<file path="src/rtl/seq_add_sub.sv">
// Digit-serial add/subtract: WIDTH-bit operands processed DIGIT bits per clock, LSB slice first.
// Optional saturation of result on carry/borrow-out when SEQ_ADD_SUB_SAT_EN is defined.
module seq_add_sub #(
  parameter int WIDTH = 8,
  parameter int DIGIT = 1
) (
  input  logic             clk,
  input  logic             rst_n,
  input  logic             start,
  input  logic             mode,
  input  logic [WIDTH-1:0] a,
  input  logic [WIDTH-1:0] b,
  input  logic             bin,
  output logic             busy,
  output logic             done,
  output logic [WIDTH-1:0] result,
  output logic             bout,
  output logic             ovf
);

  localparam int N  = WIDTH / DIGIT;
  localparam int CW = (N > 1) ? $clog2(N) : 1;

  generate
    if (WIDTH < 2 || DIGIT < 1 || (WIDTH % DIGIT) != 0) begin : g_bad_cfg
      $fatal(1, "seq_add_sub: WIDTH must be >= 2 and a multiple of DIGIT");
    end
  endgenerate

  typedef enum logic [1:0] {IDLE, RUN, DONE} state_t;

  state_t           state_reg;
  logic [WIDTH-1:0] a_reg;
  logic [WIDTH-1:0] b_reg;
  logic [WIDTH-1:0] sum_reg;
  logic [CW-1:0]    cnt_reg;
  logic             carry_reg;
  logic             mode_reg;

  logic [DIGIT-1:0] a_slice;
  logic [DIGIT-1:0] b_slice;
  logic [DIGIT:0]   slice_sum;
  logic [WIDTH-1:0] sum_next;
  logic [WIDTH-1:0] final_result;
  logic             last_slice;
  logic             raw_bout;
  logic             raw_ovf;

  // Subtraction runs as a + ~b + ~bin, so the chain always carries; borrow = !carry.
  assign a_slice   = a_reg[DIGIT-1:0];
  assign b_slice   = mode_reg ? b_reg[DIGIT-1:0] : ~b_reg[DIGIT-1:0];
  assign slice_sum = {1'b0, a_slice} + {1'b0, b_slice} + {{DIGIT{1'b0}}, carry_reg};

  assign last_slice = (cnt_reg == CW'(N - 1));
  assign raw_bout   = mode_reg ? slice_sum[DIGIT] : ~slice_sum[DIGIT];
  // Only meaningful on the last slice, where the operand MSBs sit at the slice top.
  assign raw_ovf    = (a_slice[DIGIT-1] == b_slice[DIGIT-1]) &&
                      (slice_sum[DIGIT-1] != a_slice[DIGIT-1]);

  // Drop the current slice sum into its position, keeping earlier slices.
  generate
    for (genvar gi = 0; gi < N; gi++) begin : g_slice
      assign sum_next[gi*DIGIT +: DIGIT] = (cnt_reg == CW'(gi)) ?
                                           slice_sum[DIGIT-1:0] :
                                           sum_reg[gi*DIGIT +: DIGIT];
    end
  endgenerate

`ifdef SEQ_ADD_SUB_SAT_EN
  assign final_result = raw_bout ? (mode_reg ? {WIDTH{1'b1}} : {WIDTH{1'b0}}) : sum_next;
`else
  assign final_result = sum_next;
`endif

  // busy/done follow the state one cycle later, so done pulses the cycle after DONE is entered.
  always_ff @(posedge clk or negedge rst_n) begin
    if (!rst_n) begin
      state_reg <= IDLE;
      a_reg     <= '0;
      b_reg     <= '0;
      sum_reg   <= '0;
      cnt_reg   <= '0;
      carry_reg <= 1'b0;
      mode_reg  <= 1'b0;
      busy      <= 1'b0;
      done      <= 1'b0;
      result    <= '0;
      bout      <= 1'b0;
      ovf       <= 1'b0;
    end else begin
      busy <= (state_reg == RUN);
      done <= (state_reg == DONE);
      case (state_reg)
        IDLE, DONE: begin
          if (start) begin
            a_reg     <= a;
            b_reg     <= b;
            sum_reg   <= '0;
            mode_reg  <= mode;
            carry_reg <= mode ? bin : ~bin;
            cnt_reg   <= '0;
            state_reg <= RUN;
          end else begin
            state_reg <= IDLE;
          end
        end
        RUN: begin
          a_reg     <= a_reg >> DIGIT;
          b_reg     <= b_reg >> DIGIT;
          sum_reg   <= sum_next;
          carry_reg <= slice_sum[DIGIT];
          cnt_reg   <= cnt_reg + CW'(1);
          if (last_slice) begin
            state_reg <= DONE;
            result    <= final_result;
            bout      <= raw_bout;
            ovf       <= raw_ovf;
          end
        end
        default: state_reg <= IDLE;
      endcase
    end
  end

endmodule

</file>
<file path="config.mk">
export PLATFORM = sky130hd
export DESIGN_NAME = seq_add_sub
export DESIGN_NICKNAME = d
export VERILOG_FILES = /design/src/rtl/seq_add_sub.sv
export SDC_FILE = /design/constraint.sdc
export NUM_CORES = 1
export LEC_CHECK = 0
export CORE_MARGIN = 3
export CORE_UTILIZATION = 59
export CTS_BUF_LIST = sky130_fd_sc_hd__clkbuf_4
export DETAILED_ROUTE_END_ITERATION = 8
export PLACE_DENSITY = 0.86
export RECOVER_POWER = 50
export SLEW_MARGIN = 25
export SYNTH_ARGS = -nofsm -noshare
export SYNTH_HDL_FRONTEND = slang
export SYNTH_SLANG_ARGS = --single-unit
</file>
<file path="constraint.sdc">
create_clock -name clk -period 3.4 [get_ports clk]
set_input_delay 0.51 -clock clk [delete_from_list [all_inputs] [get_ports clk]]
set_output_delay 0.51 -clock clk [all_outputs]
set_load 0.01 [all_outputs]
</file>
==> impl_metrics.toml <==
[yosys]
syn_nets = 214
async_flop_share = 1.00
synthTopCellsByArea = "dfrtp_1, mux2i_1, nand2_1, a22oi_1, ha_1"
synth_top_area_frac = 0.531
yosysTopAreaCell = "dfrtp_1"
ys_ff_latch = 42
yosysUniqueCellTypes = 28
seq_area_frac_synth = 0.531
synthCells = 186
synthesis.area_mm2 = 0.00198
synth_commonest_cells = "dfrtp_1, nand2_1, mux2i_1"
synthFlopType = "dfrtp_1"
ys_warn_count = 0
synth.most_common_cell = "dfrtp_1"
synth_edf_count = 0
avgSynthCellArea_um2 = 10.6

[timing]
setup_slack_ns = 1.38
max_clock_freq_ghz = 0.496
rsz0062_at_grt = "false"
maxSlewHeadroom = -0.425
fin_skew_ns = 0.00662
tightest_slew_ns = 2.14
fin_crit_ns = 2.02
final.period_utilization = 0.593
whs_ns = 0.485
setup_viol = 0
finalHoldViolCount = 0
tns_ns = 0
final_max_slew_viol_count = 43

[floorplan]
ios = 33
floorplan.initialDensity = 0.633
die-area_mm2 = 0.00409
fp.dieH_um = 63.9
coreArea_mm2 = 0.00313
fp.dieW_um = 63.9
row_count = 20

[hold_path]
hold_start = "result[7]"
worst_hold_path_type = "reg -> reg"

[job]
maxCapViolCount = 1

[finish]
antenna_cells = 0
layout.cells.non_filler = 256
nNetsFinal = 241
post_route_cells_drive_above_1_share = 0.0377
area_growth_syn_to_layout_pct = 17.4
fin_area_mm2 = 0.00232
utilization = 0.743

[global_route]
met2_usage = 0.343
grt_pass1_vias = 1440
grt_use_total = 0.199
grt_pass1_wl_um = 6420
grt_max_degree = 43
grt_util_met3 = 0.0369
grt_antenna_before_repair = 0
grt_most_used_layer = "met2"
grt_overflow_total = 0
met1_usage = 0.245

[setup_path]
rrSetupSlack_ns = 1.38
arrival_ns = 2.26
timing.critical_path.to = "carry_reg"
worstSetupPathType = "reg -> reg"
critPathLaunch = "state_reg[1]"
rr_endpoint = "carry_reg"
cp_max_fo = 24
cp.required_ns = 3.64
startpoint_type = "register"
r2r_start = "state_reg[1]"
worstRegToRegCells = 4
end_kind = "register"

[route]
viasPerCell = 5.61
wl_um = 3670
antenna_left = 0
vias = 1437
drtIter0Drc = 107
post-route-drc-count = 0
drt_first_pass_iters = 4
detail_route.wl_per_cell_um = 14.3

[cts]
htreeDepth = 2
post_cts_buffers = 0
clk_pin_slew_ns = 0.11
cts.sinks = 42
numCtsBuffers = 5
max-clock-path-buffers = 2
ctsHoldBuffers = 0
clock_latency_ns = 0.35
cts_resized = 0
cts_root_buf = "clkbuf_4"
cts_tree = "done"

[power_and_ir_drop]
p_leak_nw = 1.11
ir_drop_mv = 0.527
power_mw = 2.12
p_per_area_mw_per_mm2 = 913

[place]
dpl.hpwl_um = 2590
dp_slack_ns = 1.40
placed_area_mm2 = 0.00228
place_inst = 250
io_buffer_count = 32
globalplace.congestion = 0.735

[run_status]
status = "finished with violations"
violations = "capacitance limit, slew limit"
[worst min-delay path by stage]
stage,to,slack [ns],depth (start not counted)
6_report,result[7],0.48,2
5_1_grt,result[7],0.53,2
4_1_cts,result[0],0.29,1
3_5_place_dp,result[7],0.47,2
3_3_place_gp,result[3],0.46,2
2_1_floorplan,a_reg[0],0.21,0
[metal layers]
| metal | part of all wire | wire, um |
|---|---|---|
| met3 | 0.043 | 156 |
| met5 | 0 | 0 |
| met1 | 0.44 | 1600 |
| met4 | 0.019 | 69 |
| met2 | 0.50 | 1840 |
[power by group]
group | switching (mW) | total, mW | leakage, nW | internal [mW]
Combinational | 0.587 | 1.06 | 0.555 | 0.475
Sequential | 0.134 | 0.844 | 0.532 | 0.710
Clock | 0.145 | 0.216 | 0.0246 | 0.0707
[critical path, cell delays in order, from the launching register on]
cell	delay, ns
dfrtp_1	0.41
nand2b_1	0.63
inv_8	0.40
nor2_2	0.11
a221o_1	0.35
[layout by cell type (no fill, tap or decap), types with 3 or more instances in the layout]
cell type        instances
dfrtp_1                 42
clkdlybuf4s50_1         30
nand2_1                 29
mux2i_1                 15
nand3_1                 14
a22oi_1                 13
o21ai_0                 12
inv_1                   10
a22o_1                   7
ha_1                     6
clkbuf_4                 5
nor2b_1                  4
nor2_1                   3
o32ai_1                  3
[cell families after synthesis]
kind of cell,count (synthesis),share of synthesized area
xor gates and xnor gates,3,0.0133
buffers and inverters,24,0.0619
muxes,15,0.0759
AOI/OAI and AO/OA,38,0.138
adders and majority gates,7,0.0480
and+or+nand+nor,57,0.131
DFF,42,0.531
[layout make-up]
type | count | area [um^2]
clock buffer | 5 | 37.5
clock inverter | 1 | 3.75
fill | 247 | 805
inverter | 11 | 48.8
multi-input combinational | 120 | 806
sequential | 42 | 1050
tap | 44 | 55.1
timing repair buffer | 33 | 322
(Power assumes the default switching activity.)
